===== config.mk =====
export PLATFORM = sky130hd
export DESIGN_NAME = instruction_fetch
export DESIGN_NICKNAME = d
export VERILOG_FILES = /design/src/rtl/instruction_fetch.sv
export SDC_FILE = /design/constraint.sdc
export NUM_CORES = 1
export LEC_CHECK = 0
export ABC_AREA = 1
export CORE_ASPECT_RATIO = 0.5
export CORE_MARGIN = 5
export CORE_UTILIZATION = 51
export CTS_CLUSTER_DIAMETER = 120
export CTS_CLUSTER_SIZE = 24
export DETAILED_ROUTE_END_ITERATION = 8
export PLACE_DENSITY_LB_ADDON = 0.05
export SYNTH_ARGS = -nofsm -noshare
export SYNTH_HDL_FRONTEND = slang
export SYNTH_SLANG_ARGS = --single-unit

===== constraint.sdc =====
create_clock -name clk -period 2.5 [get_ports clk]
set_clock_uncertainty 0.2 [all_clocks]
set_input_delay 0.375 -clock clk [delete_from_list [all_inputs] [get_ports clk]]
set_output_delay 0.375 -clock clk [all_outputs]
set_load 0.05 [all_outputs]

===== src/rtl/instruction_fetch.sv =====
// -----------------------------------------------------------------------------
// instruction_fetch
//
// Purpose:
//   Fetch stage for a simple in-order pipeline. It keeps a 32-bit byte PC and
//   reads a combinational instruction memory by word address. Fetched words
//   go to decode through a valid/ready handshake. A redirect with an aligned
//   target restarts fetch at that target. A redirect with a misaligned target
//   puts the block in a terminal FAULT state, and only reset clears it.
//
// Ports:
//   clk            in   single clock, rising edge
//   rst_n          in   asynchronous assert, active-low reset
//   fetch_en       in   enable fetching
//   imem_addr      out  word address to instruction memory (pc[ADDR_WIDTH+1:2])
//   imem_instr     in   instruction memory read data, same cycle as imem_addr
//   redirect_valid in   branch/jump redirect request
//   redirect_pc    in   redirect target byte address
//   id_valid       out  id_instr/id_pc hold an instruction for decode
//   id_ready       in   decode accepts the instruction this cycle
//   id_instr       out  fetched instruction
//   id_pc          out  byte address of id_instr
//   fault          out  a misaligned redirect has been taken
//   fetch_count    out  number of instructions handed to decode (wraps)
// -----------------------------------------------------------------------------
module instruction_fetch #(
    parameter int          DATA_WIDTH = 32,
    parameter int          ADDR_WIDTH = 10,
    parameter logic [31:0] RESET_PC   = 32'h0000_0000
) (
    input  logic                  clk,
    input  logic                  rst_n,
    input  logic                  fetch_en,
    output logic [ADDR_WIDTH-1:0] imem_addr,
    input  logic [DATA_WIDTH-1:0] imem_instr,
    input  logic                  redirect_valid,
    input  logic [31:0]           redirect_pc,
    output logic                  id_valid,
    input  logic                  id_ready,
    output logic [DATA_WIDTH-1:0] id_instr,
    output logic [31:0]           id_pc,
    output logic                  fault,
    output logic [31:0]           fetch_count
);

    typedef enum logic [1:0] {
        IDLE  = 2'd0,
        RUN   = 2'd1,
        FAULT = 2'd2
    } state_t;

    state_t                state_reg;
    logic [31:0]           pc_reg;
    logic                  id_valid_reg;
    logic [DATA_WIDTH-1:0] id_instr_reg;
    logic [31:0]           id_pc_reg;
    logic                  fault_reg;
    logic [31:0]           fetch_count_reg;

    logic handshake;
    logic redirect_misaligned;
    logic load;

    // The memory index is just the word part of the PC. High PC bits are
    // dropped, so the index wraps modulo 2^ADDR_WIDTH.
    assign imem_addr = pc_reg[ADDR_WIDTH+1:2];

    assign handshake           = id_valid_reg & id_ready;
    assign redirect_misaligned = (redirect_pc[1:0] != 2'b00);
    // The output register can take a new word if it is empty or is being
    // drained this cycle. A redirect always wins over a load.
    assign load = (state_reg == RUN) & fetch_en & ~redirect_valid
                & (~id_valid_reg | id_ready);

    always_ff @(posedge clk or negedge rst_n) begin
        if (!rst_n) begin
            state_reg       <= IDLE;
            pc_reg          <= RESET_PC;
            id_valid_reg    <= 1'b0;
            id_instr_reg    <= '0;
            id_pc_reg       <= '0;
            fault_reg       <= 1'b0;
            fetch_count_reg <= '0;
        end else if (state_reg != FAULT) begin
            // Count a handshake even when a redirect flushes in the same cycle.
            // The word has already been accepted by decode.
            if (handshake) begin
                fetch_count_reg <= fetch_count_reg + 32'd1;
            end

            if (redirect_valid) begin
                id_valid_reg <= 1'b0;
                if (redirect_misaligned) begin
                    state_reg <= FAULT;
                    fault_reg <= 1'b1;
                end else begin
                    pc_reg <= redirect_pc;
                end
            end else if (load) begin
                id_instr_reg <= imem_instr;
                id_pc_reg    <= pc_reg;
                id_valid_reg <= 1'b1;
                pc_reg       <= pc_reg + 32'd4;
            end else begin
                if (handshake) begin
                    id_valid_reg <= 1'b0;
                end
                case (state_reg)
                    IDLE:    if (fetch_en)  state_reg <= RUN;
                    RUN:     if (!fetch_en) state_reg <= IDLE;
                    default: state_reg <= state_reg;
                endcase
            end
        end
    end

    assign id_valid    = id_valid_reg;
    assign id_instr    = id_instr_reg;
    assign id_pc       = id_pc_reg;
    assign fault       = fault_reg;
    assign fetch_count = fetch_count_reg;

endmodule


==> impl_metrics.toml <==
[drt]
drc = 0
vias_per_cell = 5.07
wl_per_cell_um = 15.0
drt-initial-drc-count = 558
ant_nets = 0
route.vias.total = 6401
dr.pass1.iters = 5
drt-total-wl_mm = 19.0

[global_routing]
top_usage_layer = "met2"
grt_pass1_wl_mm = 31.8
grtUsageMet1_pct = 32.5
grt.overflow.total = 0
use_met2_pct = 39.5
antenna_found_initial = 0
grt_max_degree = 52
grt_usage_pct = 24.1
met3_usage_pct = 4.60
grt_pass1_vias = 6327

[clock_network]
cts_resized = 0
htree_levels = 4
insertion_delay_ns = 0.42
cts_setup_buffers = 0
cts-root-buf = "clkbuf_16"
cts.sinks = 132
clockBufferDepth = 2
clkTransAtPathRegs_ns = 0.07
tritoncts = "done"
cts_made_buffers = 17

[critical_path]
critPathMaxFanout = 7
cp-end-kind = "output pin"
reg2reg_from = "pc_reg[3]$_DFFE_PN0P_"
critical_path.top_delay_family = "buffers and inverters"
slowest_delay_ns = 0.88
reg2reg_slack_ns = 0.48
critPathSlowestCell = "clkdlybuf4s50_1"
reg2reg_depth = 10
cp-start-kind = "flop"
cp.required_ns = 1.92
path_buf_inv = 1
crit_type = "flop to output pin"
worstPathCellList = "clkdlybuf4s50_1"
r2r-end = "pc_reg[22]$_DFFE_PN0P_"
crit_arrival_ns = 1.79

[layout]
final-seq-area_sq_mm = 0.00330
fin_nets = 1129
fill_cells = 1070
final_common_cell = "nand2_1"
drive_gt1_share_pct = 10.5
final_cell_mix = "nand2_1 (302), clkdlybuf4s50_1 (175), dfrtp_1 (132)"
fin_cells = 1263
synthToLayoutAreaGrowth_pct = 35.5
multi_input_area_sq_mm = 0.00336
diodes = 0

[timing]
hold_viol_final = 0
tightest_slew_ns = 0.566
fin_ws_ns = 0.131
slew_headroom_pct = 62.2
fin_hold_ws_ns = 0.204
fin_setup_tns_ns = 0
period_minus_slack_ns = 2.37
rsz0062_at_grt = "false"
max_freq_mhz = 422
maxSlewViolCount = 0
timing.final.crit_share_pct = 94.8
setup_viol = 0

[placed_design]
dp.cells = 1230
dp.final_hpwl_mm = 14.0
place.gp.congestion = 0.920
port-buffer-count = 176
pre_cts_slack_ns = 0.226

[synthesis]
ys_ff_latch = 132
async_reset_ff_share_pct = 100
synth_area_sq_mm = 0.00713
synthFlopType = "dfrtp_1"
ys_seq_area_share_pct = 46.4
syn_avg_cell_area_sq_um = 8.07
syn-num-nets = 954
synthCells = 883
yosysWarnings = 0
synth_edf_count = 0
synth_cell_types = 37

[floorplan]
die_x_um = 177
io_pins = 177
initial_core_util_pct = 52.3
rows = 30
core_sq_mm = 0.0136
dieArea_sq_mm = 0.0166
fp.dieH_um = 93.6

[power]
peakVddDrop_v = 0.000497
power_mw = 6.19
powerDensity_mw_per_mm2 = 641
power.static_leakage_nw = 4.45

[outcome]
status = "complete, no violations"

[worst_hold_path]
hp-class = "input port to asynchronous set/reset pin"

[flow_run]
maxCapViolCount = 0
worst max-delay path by stage:
stage,startpoint,endpoint,slack (ns),depth (start not counted)
after floorplan,fetch_count[1]$_DFFE_PN0P_,fetch_count[18]$_DFFE_PN0P_,0.50,8
after global placement,fetch_en,pc_reg[23]$_DFFE_PN0P_,0.25,9
after detailed placement,redirect_valid,pc_reg[15]$_DFFE_PN0P_,0.23,7
after CTS,pc_reg[6]$_DFFE_PN0P_,imem_addr[4],0.11,1
after global routing,pc_reg[6]$_DFFE_PN0P_,imem_addr[4],0.08,1
final,pc_reg[6]$_DFFE_PN0P_,imem_addr[4],0.13,1
metrics by stage:
stage	utilization, %	cell area (sq um)
2_1_floorplan	-	7130
3_3_place_gp	66.6	9080
3_5_place_dp	66.6	9080
4_1_cts	70.9	9660
5_1_grt	70.9	9660
6_report	70.9	9660
cell families (layout without fill, tap and decap cells):
logic type	count (synthesis)	count (layout)	synth area share, %
mux	39	39	8.09
buf+inv	100	288	6.50
xor+xnor	18	18	2.21
fa+ha+maj	2	2	0.351
flops	132	132	46.4
compound gates	72	72	5.64
simple gates	520	520	30.9
routing by layer:
layer	part of all wire [%]	wire [um]
met2	47	8970
met3	6.5	1230
met1	45	8460
met4	1.7	323
met5	0	0
power breakdown:
group          internal [mW]  switching, mW  leakage, nW
Sequential              2.32          0.261         1.75
Clock                   1.40           1.02        0.277
Combinational          0.434          0.751         2.42
Total                   4.16           2.03         4.45
Yosys cell counts, types with 2 or more instances:
master    number  area [sq um]
nand2_2        2          12.5
buf_6          5          56.3
o21ai_4        2          32.5
dfrtp_1      132          3300
xnor2_1        8          70.1
nand2_4        3          33.8
o211ai_1       3          22.5
nor2_4         8          90.1
inv_2          4          15.0
nor2_2         4          25.0
o21ai_1        8          40.0
nand3_1       49           245
ha_1           2          25.0
o21ai_0       50           250
clkbuf_1      10          37.5
buf_2          8          40.0
nand3_2        2          20.0
nand2_1      302          1130
a21oi_1        6          30.0
buf_4         10          75.1
nand3b_1       7          52.6
nor3_1         5          25.0
nor2_1       127           477
nand4_1        8          50.1
xor2_1        10          87.6
inv_1         61           229
mux2_4        37           556
final cells by class:
cell class,instances,share of cell area [%]
Sequential cell,132,34.2
Clock buffer,18,4.55
Tap cell,192,2.49
Clock inverter,14,1.31
Inverter,67,2.63
Timing Repair Buffer,189,20.0
Multi-Input combinational cell,651,34.8
timing repair:
item                       4_1_cts  5_1_grt
setup endpoints to repair        0        0
hold buffers                     1        0
hold endpoints to repair        29        0
(Power assumes the default switching activity.)
